===== config.mk =====
export PLATFORM = sky130hd
export DESIGN_NAME = overlap_framer
export DESIGN_NICKNAME = d
export VERILOG_FILES = /design/src/rtl/overlap_framer.sv
export SDC_FILE = /design/constraint.sdc
export NUM_CORES = 2
export LEC_CHECK = 0
export BUFFER_PORTS_ARGS = -buffer_cell sky130_fd_sc_hd__buf_2
export CORE_ASPECT_RATIO = 0.5
export CORE_MARGIN = 10
export CORE_UTILIZATION = 43
export DETAILED_ROUTE_END_ITERATION = 8
export SETUP_SLACK_MARGIN = 0.02
export SYNTH_ARGS = -nofsm -noshare
export SYNTH_HDL_FRONTEND = slang
export SYNTH_SLANG_ARGS = --single-unit

===== constraint.sdc =====
create_clock -name clk -period 6.3 [get_ports clk]
set_input_delay 0.315 -clock clk [delete_from_list [all_inputs] [get_ports clk]]
set_output_delay 0.315 -clock clk [all_outputs]
set_load 0.05 [all_outputs]

===== src/rtl/overlap_framer.sv =====
// overlap_framer: splits a PCM stream into 50%-overlapped frames of 2*HALF samples.
// Three HALF-sample banks form a ring; each frame is the oldest resident bank plus its successor.
module overlap_framer #(
    parameter int unsigned DATA_W = 65,
    parameter int unsigned HALF   = 8
) (
    input  logic              clk,
    input  logic              reset,
    input  logic [DATA_W-1:0] in_framer_pcmSample,
    input  logic              in_framer_valid,
    output logic              in_framer_ready,
    output logic [DATA_W-1:0] out_framer_pcmSample,
    output logic [1:0]        out_framer_firstSequence,
    output logic              out_framer_valid,
    input  logic              out_framer_ready
);
    localparam int unsigned IW = $clog2(HALF);
    localparam int unsigned RW = $clog2(2 * HALF);
    localparam int unsigned AW = $clog2(3 * HALF);

    localparam logic [IW-1:0] WI_LAST  = IW'(HALF - 1);
    localparam logic [RW-1:0] RI_HLAST = RW'(HALF - 1);
    localparam logic [RW-1:0] RI_HALF  = RW'(HALF);
    localparam logic [RW-1:0] RI_LAST  = RW'(2 * HALF - 1);
    localparam logic [AW-1:0] HALF_A   = AW'(HALF);

    typedef enum logic {
        IDLE,
        EMIT
    } state_t;

    state_t            state_q, state_d;
    logic [1:0]        wb_q, wb_d;
    logic [IW-1:0]     wi_q, wi_d;
    logic [1:0]        rb_q, rb_d;
    logic [RW-1:0]     ri_q, ri_d;
    logic [1:0]        res_q, res_d;
    logic [DATA_W-1:0] data_q, data_d;
    logic [1:0]        fs_q, fs_d;
    logic              valid_q, valid_d;
    logic              seen_q, seen_d;

    logic [DATA_W-1:0] mem_q [3*HALF];

    logic              in_fire, out_fire, bank_done, bank_free, load;
    logic [RW-1:0]     nxt;
    logic [IW-1:0]     rd_idx;
    logic [AW-1:0]     rd_addr, wr_addr;

    function automatic logic [1:0] inc3(input logic [1:0] b);
        return (b == 2'd2) ? 2'd0 : b + 2'd1;
    endfunction

    assign in_framer_ready          = reset && (res_q != 2'd3);
    assign out_framer_pcmSample     = data_q;
    assign out_framer_firstSequence = fs_q;
    assign out_framer_valid         = valid_q;

    always_comb begin
        state_d  = state_q;
        wb_d     = wb_q;
        wi_d     = wi_q;
        rb_d     = rb_q;
        ri_d     = ri_q;
        res_d    = res_q;
        data_d   = data_q;
        fs_d     = fs_q;
        valid_d  = valid_q;
        seen_d   = seen_q;
        load     = 1'b0;
        rd_idx   = '0;
        nxt      = ri_q + RW'(1);

        in_fire   = in_framer_valid && in_framer_ready;
        out_fire  = valid_q && out_framer_ready;
        bank_done = in_fire && (wi_q == WI_LAST);
        bank_free = out_fire && (ri_q == RI_HLAST);

        if (in_fire) begin
            wi_d = bank_done ? '0 : wi_q + IW'(1);
            if (bank_done) wb_d = inc3(wb_q);
        end
        if (bank_free) rb_d = inc3(rb_q);

        case ({bank_done, bank_free})
            2'b10:   res_d = res_q + 2'd1;
            2'b01:   res_d = res_q - 2'd1;
            default: res_d = res_q;
        endcase

        case (state_q)
            IDLE: begin
                if (res_q >= 2'd2) begin
                    load    = 1'b1;
                    ri_d    = '0;
                    fs_d    = {!seen_q, 1'b1};
                    seen_d  = 1'b1;
                    valid_d = 1'b1;
                    state_d = EMIT;
                end
            end
            EMIT: begin
                if (out_fire) begin
                    if (ri_q != RI_LAST) begin
                        load   = 1'b1;
                        ri_d   = nxt;
                        rd_idx = (nxt < RI_HALF) ? IW'(nxt) : IW'(nxt - RI_HALF);
                        fs_d   = {fs_q[1], 1'b0};
                    end else if (res_d >= 2'd2) begin
                        load = 1'b1;
                        ri_d = '0;
                        fs_d = 2'b01;
                    end else begin
                        valid_d = 1'b0;
                        fs_d    = 2'b00;
                        state_d = IDLE;
                    end
                end
            end
            default: state_d = IDLE;
        endcase

        // The older bank is freed as its last sample leaves, so rb_d already names
        // the bank holding the next sample in both halves of the frame.
        rd_addr = AW'(rb_d) * HALF_A + AW'(rd_idx);
        wr_addr = AW'(wb_q) * HALF_A + AW'(wi_q);
        if (load) data_d = mem_q[rd_addr];
    end

    always_ff @(posedge clk) begin
        if (in_fire) mem_q[wr_addr] <= in_framer_pcmSample;
    end

    always_ff @(posedge clk or negedge reset) begin
        if (!reset) begin
            state_q <= IDLE;
            wb_q    <= '0;
            wi_q    <= '0;
            rb_q    <= '0;
            ri_q    <= '0;
            res_q   <= '0;
            data_q  <= '0;
            fs_q    <= '0;
            valid_q <= 1'b0;
            seen_q  <= 1'b0;
        end else begin
            state_q <= state_d;
            wb_q    <= wb_d;
            wi_q    <= wi_d;
            rb_q    <= rb_d;
            ri_q    <= ri_d;
            res_q   <= res_d;
            data_q  <= data_d;
            fs_q    <= fs_d;
            valid_q <= valid_d;
            seen_q  <= seen_d;
        end
    end
endmodule

# [After elaboration in Yosys (flattened, before gate mapping)]
# Memories as Yosys holds them, arrays and structs flattened. A register that Yosys moved wholly into a read port is not among the register bits.
# Cells that the tools add are included.
[totals] in_bits=69 wordCells=83 output_inout_bits=69 regBits=18 ramBits=1560 mem_count=1
[classes] n_reduce_logical=13 muxes=33 addsub=9 n_eq_ne=13 bitwise=1 order_cmp=3
[mem_list] memory="mem_q" depth=24 word_bits=65 rd=1 rd_ports_with_merged_regs=1 wr=1 line_no="43" text="logic [DATA_W-1:0] mem_q [3*HALF];"
[ops] cell="$mux W4" count=4
[ops] cell="$mux W3" count=5
[ops] cell="$mux W1" count=12
[ops] cell="$mux W2" count=6
[ops] cell="$add A5 B3 Y5" count=2
[ops] cell="$ne A2 B2 Y1 const B" count=4
[ops] cell="$pmux W2 S2" count=2
[ops] cell="$pmux W4 S2" count=1
[ops] cell="$add A2 B1 Y2 const B" count=3
[ops] cell="$eq A2 B2 Y1 const B" count=3
[ops] cell="$pmux W1 S2" count=3
[ops] cell="$reduce_and A2 Y1" count=3
[ops] cell="$reduce_and A3 Y1" count=2
[ops] cell="$logic_and A1 B1 Y1" count=5
[ops] cell="$add A4 B1 Y4 const B" count=1
[ops] cell="$eq A4 B3 Y1 const B" count=1
[ops] cell="$ge A2 B2 Y1 const B" count=2
[ops] cell="$lt A4 B4 Y1 const B" count=1
[ops] cell="$ne A4 B4 Y1 const B" count=1
[ops] cell="$reduce_and A4 Y1" count=1
[ops] cell="$add A3 B1 Y3 const B" count=1
[ops] cell="$eq A3 B3 Y1 const B" count=1
[ops] cell="$ne A3 B1 Y1 const B" count=1
[ops] cell="$sub A3 B1 Y3 const B" count=1
[ops] cell="5 further kinds" count=6

# [Logic depth before layout (Yosys ltp)]
[logic_depth] word_depth=11 ltp_mapped=13 depth_no_buf=10

# [Worst setup path after synthesis]
# Ideal clock, no wire load.
[synth_path] kind="reg-to-reg" from="register res_q[1]" to="memory mem_q[21][0] (enable)" stages_incl_launch_ff=7 n_path_buf=2 period_less_slack_ns=5.643 t_required_ns=5.811 path_slack_ns=0.657 setup_ns=0.489 arrival_ns=5.154 path_cell_list="dfrtp_1 clkbuf_1 a21boi_0 and2_1 clkbuf_1 nand2_1 nor2_1"
[synth_between] elab_chain_cells=5
[synth_lines] item="start: declaration" line_no="37" text="logic [1:0] res_q, res_d;"
[synth_lines] item="start signal: assignment" line_no="152" text="res_q <= res_d;"
[synth_lines] item="$ne A2 B2 Y1" line_no="54" text="assign in_framer_ready = reset && (res_q != 2'd3);"
[synth_lines] item="$logic_and A1 B1 Y1" line_no="54"
[synth_lines] item="net in_framer_ready" line_no="11" text="output logic in_framer_ready,"
[synth_lines] item="$logic_and A1 B1 Y1" line_no="74" text="in_fire = in_framer_valid && in_framer_ready;"
[synth_lines] item="$mux W1" line_no="131" text="if (in_fire) mem_q[wr_addr] <= in_framer_pcmSample;"
[synth_lines] item="$mux W1 (implied by the code)" line_no="131"
[synth_lines] item="end: declaration" line_no="43"
# The timed path passes the listed nets, and every way through them passes these cells.

# [Worst setup path in the final report]
[layout_path] from="register ri_q[0]" to="register data_q[25], in the netlist out_framer_pcmSample[25] (read register of mem_q)"
[layout_between] elab_chain_cells=9 elab_cells_between_ends=20 classes_between="3 x add/sub; 2 x order compare; 4 x eq/ne; 10 x mux; 1 x reduce/logical"
[layout_lines] item="start: declaration" line_no="36" text="logic [RW-1:0] ri_q, ri_d;"
[layout_lines] item="start signal: assignment" line_no="151" text="ri_q <= ri_d;"
[layout_lines] item="branches (longest 9 deep; another with $add A5 B3 Y5)"
[layout_lines] item="end: declaration" line_no="38" text="logic [DATA_W-1:0] data_q, data_d;"
# Several ways; the timed one is not identified.
# A chain may end at the register's enable or synchronous reset.

==> flow_summary.html <==
<table>
<tr><th>Metric</th><th>Value</th></tr>
<tr><th colspan="2">Status</th></tr>
<tr><td>Outcome</td><td>finished clean</td></tr>
<tr><th colspan="2">Global route</th></tr>
<tr><td>First-pass GRT wire length</td><td>around 260 mm</td></tr>
<tr><td>Number of antenna violations at the first check in global routing</td><td>4</td></tr>
<tr><td>Vias in the first global route</td><td>~37000</td></tr>
<tr><td>Largest net degree at the start of global routing</td><td>around 150</td></tr>
<tr><td>Aggregate global routing overflow</td><td>0</td></tr>
<tr><td>Global routing usage summed across all routing layers</td><td>around a fifth</td></tr>
<tr><th colspan="2">Clock network</th></tr>
<tr><td>Clock root buffer master</td><td>sky130_fd_sc_hd__clkbuf_16</td></tr>
<tr><td>Post-CTS clock slew at the launch and capture registers of the worst setup and hold paths</td><td>~0.060 ns</td></tr>
<tr><td>Sinks on the clock net</td><td>1643</td></tr>
<tr><td>Maximum level of the CTS H-tree</td><td>4</td></tr>
<tr><td>TritonCTS clock tree</td><td>done</td></tr>
<tr><td>Number of buffers on the longest clock path</td><td>3</td></tr>
<tr><td>Clock latency of the later-clocked register in the worst-skew pair</td><td>between 0.7 and 0.8 ns</td></tr>
<tr><td>Number of buffers inserted during clock tree synthesis</td><td>150</td></tr>
<tr><th colspan="2">Setup path</th></tr>
<tr><td>Max incr delay on CP</td><td>0.83 ns</td></tr>
<tr><td>Slowest cell on crit path</td><td>sky130_fd_sc_hd__nand2_8</td></tr>
<tr><td>RR Startpoint</td><td>ri_q[0]$_DFFE_PN0P_</td></tr>
<tr><td>Cell repeated most along the worst path</td><td>sky130_fd_sc_hd__buf_4</td></tr>
<tr><td>Startpoint of the worst setup timing path</td><td>ri_q[0]$_DFFE_PN0P_</td></tr>
<tr><td>Required @ worst endpoint</td><td>~6.9 ns</td></tr>
<tr><td>Top delay family on crit path</td><td>simple AND/OR/NAND/NOR gates</td></tr>
<tr><td>Arrival time worst endpoint</td><td>approximately 5.2 ns</td></tr>
<tr><td>Startpoint Class</td><td>register</td></tr>
<tr><td>Capturing element of the worst setup path</td><td>out_framer_pcmSample[25]$_DFFE_PN0P_</td></tr>
<tr><td>Class of the most critical setup path</td><td>reg -&gt; reg</td></tr>
<tr><td>Maximum fanout count along the critical path</td><td>77</td></tr>
<tr><td>Buffers &amp; Inverters on Critical Path</td><td>2</td></tr>
<tr><td>Cell chain of the critical path</td><td>ha_1 &gt; nand3_4 &gt; nand2_8 &gt; buf_4 &gt; buf_4 &gt; mux2_2 &gt; o2111ai_1 &gt; a41oi_2</td></tr>
<tr><td>Register-to-register path setup slack</td><td>between 1.5 and 2 ns</td></tr>
<tr><td>Count of cells along the worst register-to-register path</td><td>8</td></tr>
<tr><td>Critical Path End Type</td><td>register</td></tr>
<tr><td>WP depth</td><td>8</td></tr>
<tr><td>Worst r2r dst</td><td>out_framer_pcmSample[25]$_DFFE_PN0P_</td></tr>
<tr><th colspan="2">Die</th></tr>
<tr><td>I/O pin count</td><td>between 100 and 150</td></tr>
<tr><td># rows</td><td>100</td></tr>
<tr><td>Die Outline Area</td><td>167000 um^2</td></tr>
<tr><td>Placeable Area</td><td>between 100000 and 150000 um^2</td></tr>
<tr><td>Initial core utilization</td><td>between 40% and 50%</td></tr>
<tr><td>Die Ht</td><td>294 um</td></tr>
<tr><td>Die W</td><td>between 500 and 600 um</td></tr>
<tr><th colspan="2">Drt</th></tr>
<tr><td>DRT antenna net count</td><td>0</td></tr>
<tr><td>Count of TritonRoute iterations in the first routing pass</td><td>6</td></tr>
<tr><td>Sum of routed wire length over all layers</td><td>approximately 180 mm</td></tr>
<tr><td>Violation count after the first detailed-routing iteration</td><td>between 4000 and 5000</td></tr>
<tr><td>Average vias per placed instance</td><td>between 6 and 7</td></tr>
<tr><td>Via count of the routed design</td><td>~38000</td></tr>
<tr><td>Detailed-route DRC error count</td><td>0</td></tr>
<tr><td>Average wire per standard cell</td><td>28.4 um</td></tr>
<tr><th colspan="2">Synthesis</th></tr>
<tr><td>Share of flip-flops with an asynchronous set or reset after synthesis</td><td>5.05%</td></tr>
<tr><td>FF+latch count, synth</td><td>between 1500 and 2000</td></tr>
<tr><td>Proportion of synthesized chip area in sequential cells</td><td>about three quarters</td></tr>
<tr><td>Gate count after technology mapping</td><td>4011</td></tr>
<tr><td>Post-synthesis area per instance</td><td>roughly 16 um^2</td></tr>
<tr><td>Synthesized cell area</td><td>between 60000 and 70000 um^2</td></tr>
<tr><td>Nets in the synthesized netlist</td><td>roughly 4000</td></tr>
<tr><td>Post-synth EDFFs</td><td>roughly 1600</td></tr>
<tr><td>Dominant register cell in the synthesized netlist</td><td>sky130_fd_sc_hd__edfxtp_1</td></tr>
<tr><td>Count of unique library cells instantiated by Yosys</td><td>56</td></tr>
<tr><td>Warnings, synthesis</td><td>0</td></tr>
<tr><th colspan="2">Placed design</th></tr>
<tr><td>DP HPWL</td><td>~90 mm</td></tr>
<tr><td>Gp weighted congestion</td><td>around 0.76</td></tr>
<tr><td>Count of port buffers added during placement</td><td>~140</td></tr>
<tr><td>Worst setup slack after placement</td><td>1.79 ns</td></tr>
<tr><th colspan="2">Cells and area</th></tr>
<tr><td>P&amp;R area growth vs syn</td><td>13.8%</td></tr>
<tr><td>Sequential standard cell area</td><td>approximately 49000 um^2</td></tr>
<tr><td>Multi-input logic area</td><td>about 14000 um^2</td></tr>
<tr><td>Fraction of layout instances using a drive strength above 1</td><td>14.5%</td></tr>
<tr><td>Number of nets in the final layout</td><td>4235</td></tr>
<tr><td>Fillers</td><td>12268</td></tr>
<tr><th colspan="2">STA</th></tr>
<tr><td>Slew headroom</td><td>3.44%</td></tr>
<tr><td>Fin Clk Skew</td><td>0.0300 ns</td></tr>
<tr><td>Sum Neg Setup Slack</td><td>0 ns</td></tr>
<tr><td>Final Slew Violations</td><td>0</td></tr>
<tr><td>Worst hold margin</td><td>0.112 ns</td></tr>
<tr><td>Post-route minimum period</td><td>roughly 4.6 ns</td></tr>
<tr><td>Share of the clock period used by the worst path after layout</td><td>~73%</td></tr>
<tr><td>Final Hold Fails</td><td>0</td></tr>
<tr><td>Timing-limited maximum frequency</td><td>~220 MHz</td></tr>
<tr><td>Count of final setup violators</td><td>0</td></tr>
<tr><td>RSZ-0062 raised after global routing</td><td>false</td></tr>
<tr><td>Worst Max-Slew Pin Slew</td><td>~1.4 ns</td></tr>
<tr><td>Fin worst setup slack</td><td>approximately 1.7 ns</td></tr>
<tr><th colspan="2">Power</th></tr>
<tr><td>Clock power frac</td><td>between 30 and 40%</td></tr>
<tr><td>Net Sw Power</td><td>10.2 mW</td></tr>
<tr><td>Switching share of total power</td><td>approximately a third</td></tr>
<tr><td>Internal cell power</td><td>20.4 mW</td></tr>
<tr><td>Leakage power figure</td><td>around 23 nW</td></tr>
<tr><td>Combinational share of power</td><td>between 20% and 30%</td></tr>
<tr><td>Power density normalized to cell area</td><td>approximately 420 nW/um^2</td></tr>
<tr><td>Max VDD drop</td><td>approximately 0.44 mV</td></tr>
<tr><td>Part of the total power dissipated in sequential elements</td><td>42.3%</td></tr>
<tr><th colspan="2">Job</th></tr>
<tr><td>Max-cap check violation count</td><td>0</td></tr>
<tr><th colspan="2">Worst hold path</th></tr>
<tr><td>Path class of the lowest-slack min-delay path</td><td>in -&gt; async</td></tr>
</table>
-- final cells by class --
type                    instances  area share, %
flip-flops and latches       1643           66.8
multi-input cells            2072           19.7
clock buffers                 216           5.87
well taps                    1989           3.40
repair buffers                287           3.09
clock inverters                65           1.02
diodes                          9         0.0308
inverters                       5         0.0256
-- layer usage --
layer,track usage [%],share of wire (%),vias to the layer above
li1,-,-,16147
met1,28.4,42,19763
met2,33.7,47,1613
met3,3.61,7.8,300
met4,6.83,2.8,0
met5,0,0,-
-- worst min path at each step --
stage / cells past startpoint / from / endpoint / slack [ns]
CTS: 2 / reset / out_framer_pcmSample[46]$_DFFE_PN0P_ / 0.1
finish: 2 / reset / out_framer_pcmSample[44]$_DFFE_PN0P_ / 0.11
floorplan: 0 / reset / out_framer_firstSequence[0]$_DFFE_PN0P_ / 0.02
global placement: 1 / reset / out_framer_pcmSample[46]$_DFFE_PN0P_ / 0.34
global route: 2 / reset / out_framer_pcmSample[46]$_DFFE_PN0P_ / 0.13
detailed placement: 1 / reset / out_framer_pcmSample[46]$_DFFE_PN0P_ / 0.35
-- through the flow --
stage          std cells  total power, mW  utilization (%)  area [um^2]
2_1_floorplan       4011             18.6                -        64400
3_3_place_gp        5928             21.3             45.4        67500
3_5_place_dp        5928             21.5             45.4        67500
4_1_cts             6277             30.8             49.2        73200
5_1_grt             6280             31.7             49.2        73200
6_report            6286             30.6             49.2        73200
-- kinds of logic (layout without fill, tap and decap cells) --
| family | after synthesis | in the layout | share of synthesized area (%) |
|---|---|---|---|
| flops | 1643 | 1643 | 76.0 |
| simple gates | 1059 | 1059 | 7.23 |
| compound gates | 543 | 543 | 7.16 |
| mux | 459 | 459 | 7.40 |
| buf+inv | 296 | 573 | 2.01 |
| fa+ha+maj | 7 | 7 | 0.136 |
| xor+xnor | 4 | 4 | 0.0544 |
| other cells | 0 | 9 | 0 |
-- power by group through the flow --
stage / clock [mW] / sequential, mW / combinational [mW]
4_1_cts: 9.46 / 13.0 / 8.35
2_1_floorplan: 0 / 13.7 / 4.85
6_report: 9.34 / 12.9 / 8.35
5_1_grt: 9.90 / 13.0 / 8.85
3_5_place_dp: 0 / 13.2 / 8.29
3_3_place_gp: 0 / 13.2 / 8.17
-- Yosys cell counts (4+ instances only) --
cell type / instances / share of area (%)
sky130_fd_sc_hd__o21ai_0: 135 / 1.0
sky130_fd_sc_hd__nand3_1: 392 / 3.0
sky130_fd_sc_hd__dfrtp_1: 83 / 3.2
sky130_fd_sc_hd__mux2_2: 82 / 1.4
sky130_fd_sc_hd__a32oi_1: 195 / 2.7
sky130_fd_sc_hd__mux2_1: 51 / 0.89
sky130_fd_sc_hd__buf_1: 15 / 0.087
sky130_fd_sc_hd__mux2i_1: 326 / 5.1
sky130_fd_sc_hd__inv_1: 4 / 0.023
sky130_fd_sc_hd__nor3_1: 67 / 0.52
sky130_fd_sc_hd__clkbuf_1: 175 / 1.0
sky130_fd_sc_hd__buf_4: 16 / 0.19
sky130_fd_sc_hd__a41oi_1: 16 / 0.22
sky130_fd_sc_hd__o2111ai_1: 129 / 1.8
sky130_fd_sc_hd__nor2_1: 31 / 0.18
sky130_fd_sc_hd__nand2_1: 540 / 3.1
sky130_fd_sc_hd__a41oi_2: 49 / 1.2
sky130_fd_sc_hd__buf_2: 82 / 0.64
sky130_fd_sc_hd__edfxtp_1: 1560 / 73
sky130_fd_sc_hd__ha_1: 7 / 0.14
-- state kept, by name, indices dropped and copies added (netlist names) --
name / count
wi_q: 3
out_framer_pcmSample: 65
wb_q: 2
state_q: 1
rb_q: 2
ri_q: 4
seen_q: 1
res_q: 2
out_framer_valid: 1
out_framer_firstSequence: 2
mem_q: 1560
-- placed cells by master, fill, tap and decap left out, types with 17 or more instances in the layout --
cell,count
sky130_fd_sc_hd__nand3_1,391
sky130_fd_sc_hd__buf_4,60
sky130_fd_sc_hd__a32oi_1,195
sky130_fd_sc_hd__edfxtp_1,1560
sky130_fd_sc_hd__nor2_4,25
sky130_fd_sc_hd__nand2_1,539
sky130_fd_sc_hd__buf_12,22
sky130_fd_sc_hd__mux2_1,51
sky130_fd_sc_hd__dlygate4sd3_1,68
sky130_fd_sc_hd__nor3_1,66
sky130_fd_sc_hd__mux2_2,81
sky130_fd_sc_hd__mux2i_1,326
sky130_fd_sc_hd__clkbuf_8,17
sky130_fd_sc_hd__clkbuf_16,156
sky130_fd_sc_hd__dfrtp_1,83
sky130_fd_sc_hd__buf_2,136
sky130_fd_sc_hd__clkbuf_1,43
sky130_fd_sc_hd__o2111ai_1,129
sky130_fd_sc_hd__a41oi_2,49
sky130_fd_sc_hd__clkinv_2,25
sky130_fd_sc_hd__o21ai_0,135
-- timing repair --
action                                  4_1_cts  5_1_grt
endpoints found under the setup margin        0        0
endpoints found under the hold margin      1571        0
hold buffers                                 68        0
setup buffers                                 0        0
gates resized for setup                       0        0
Power figures use the tool's default switching activity.
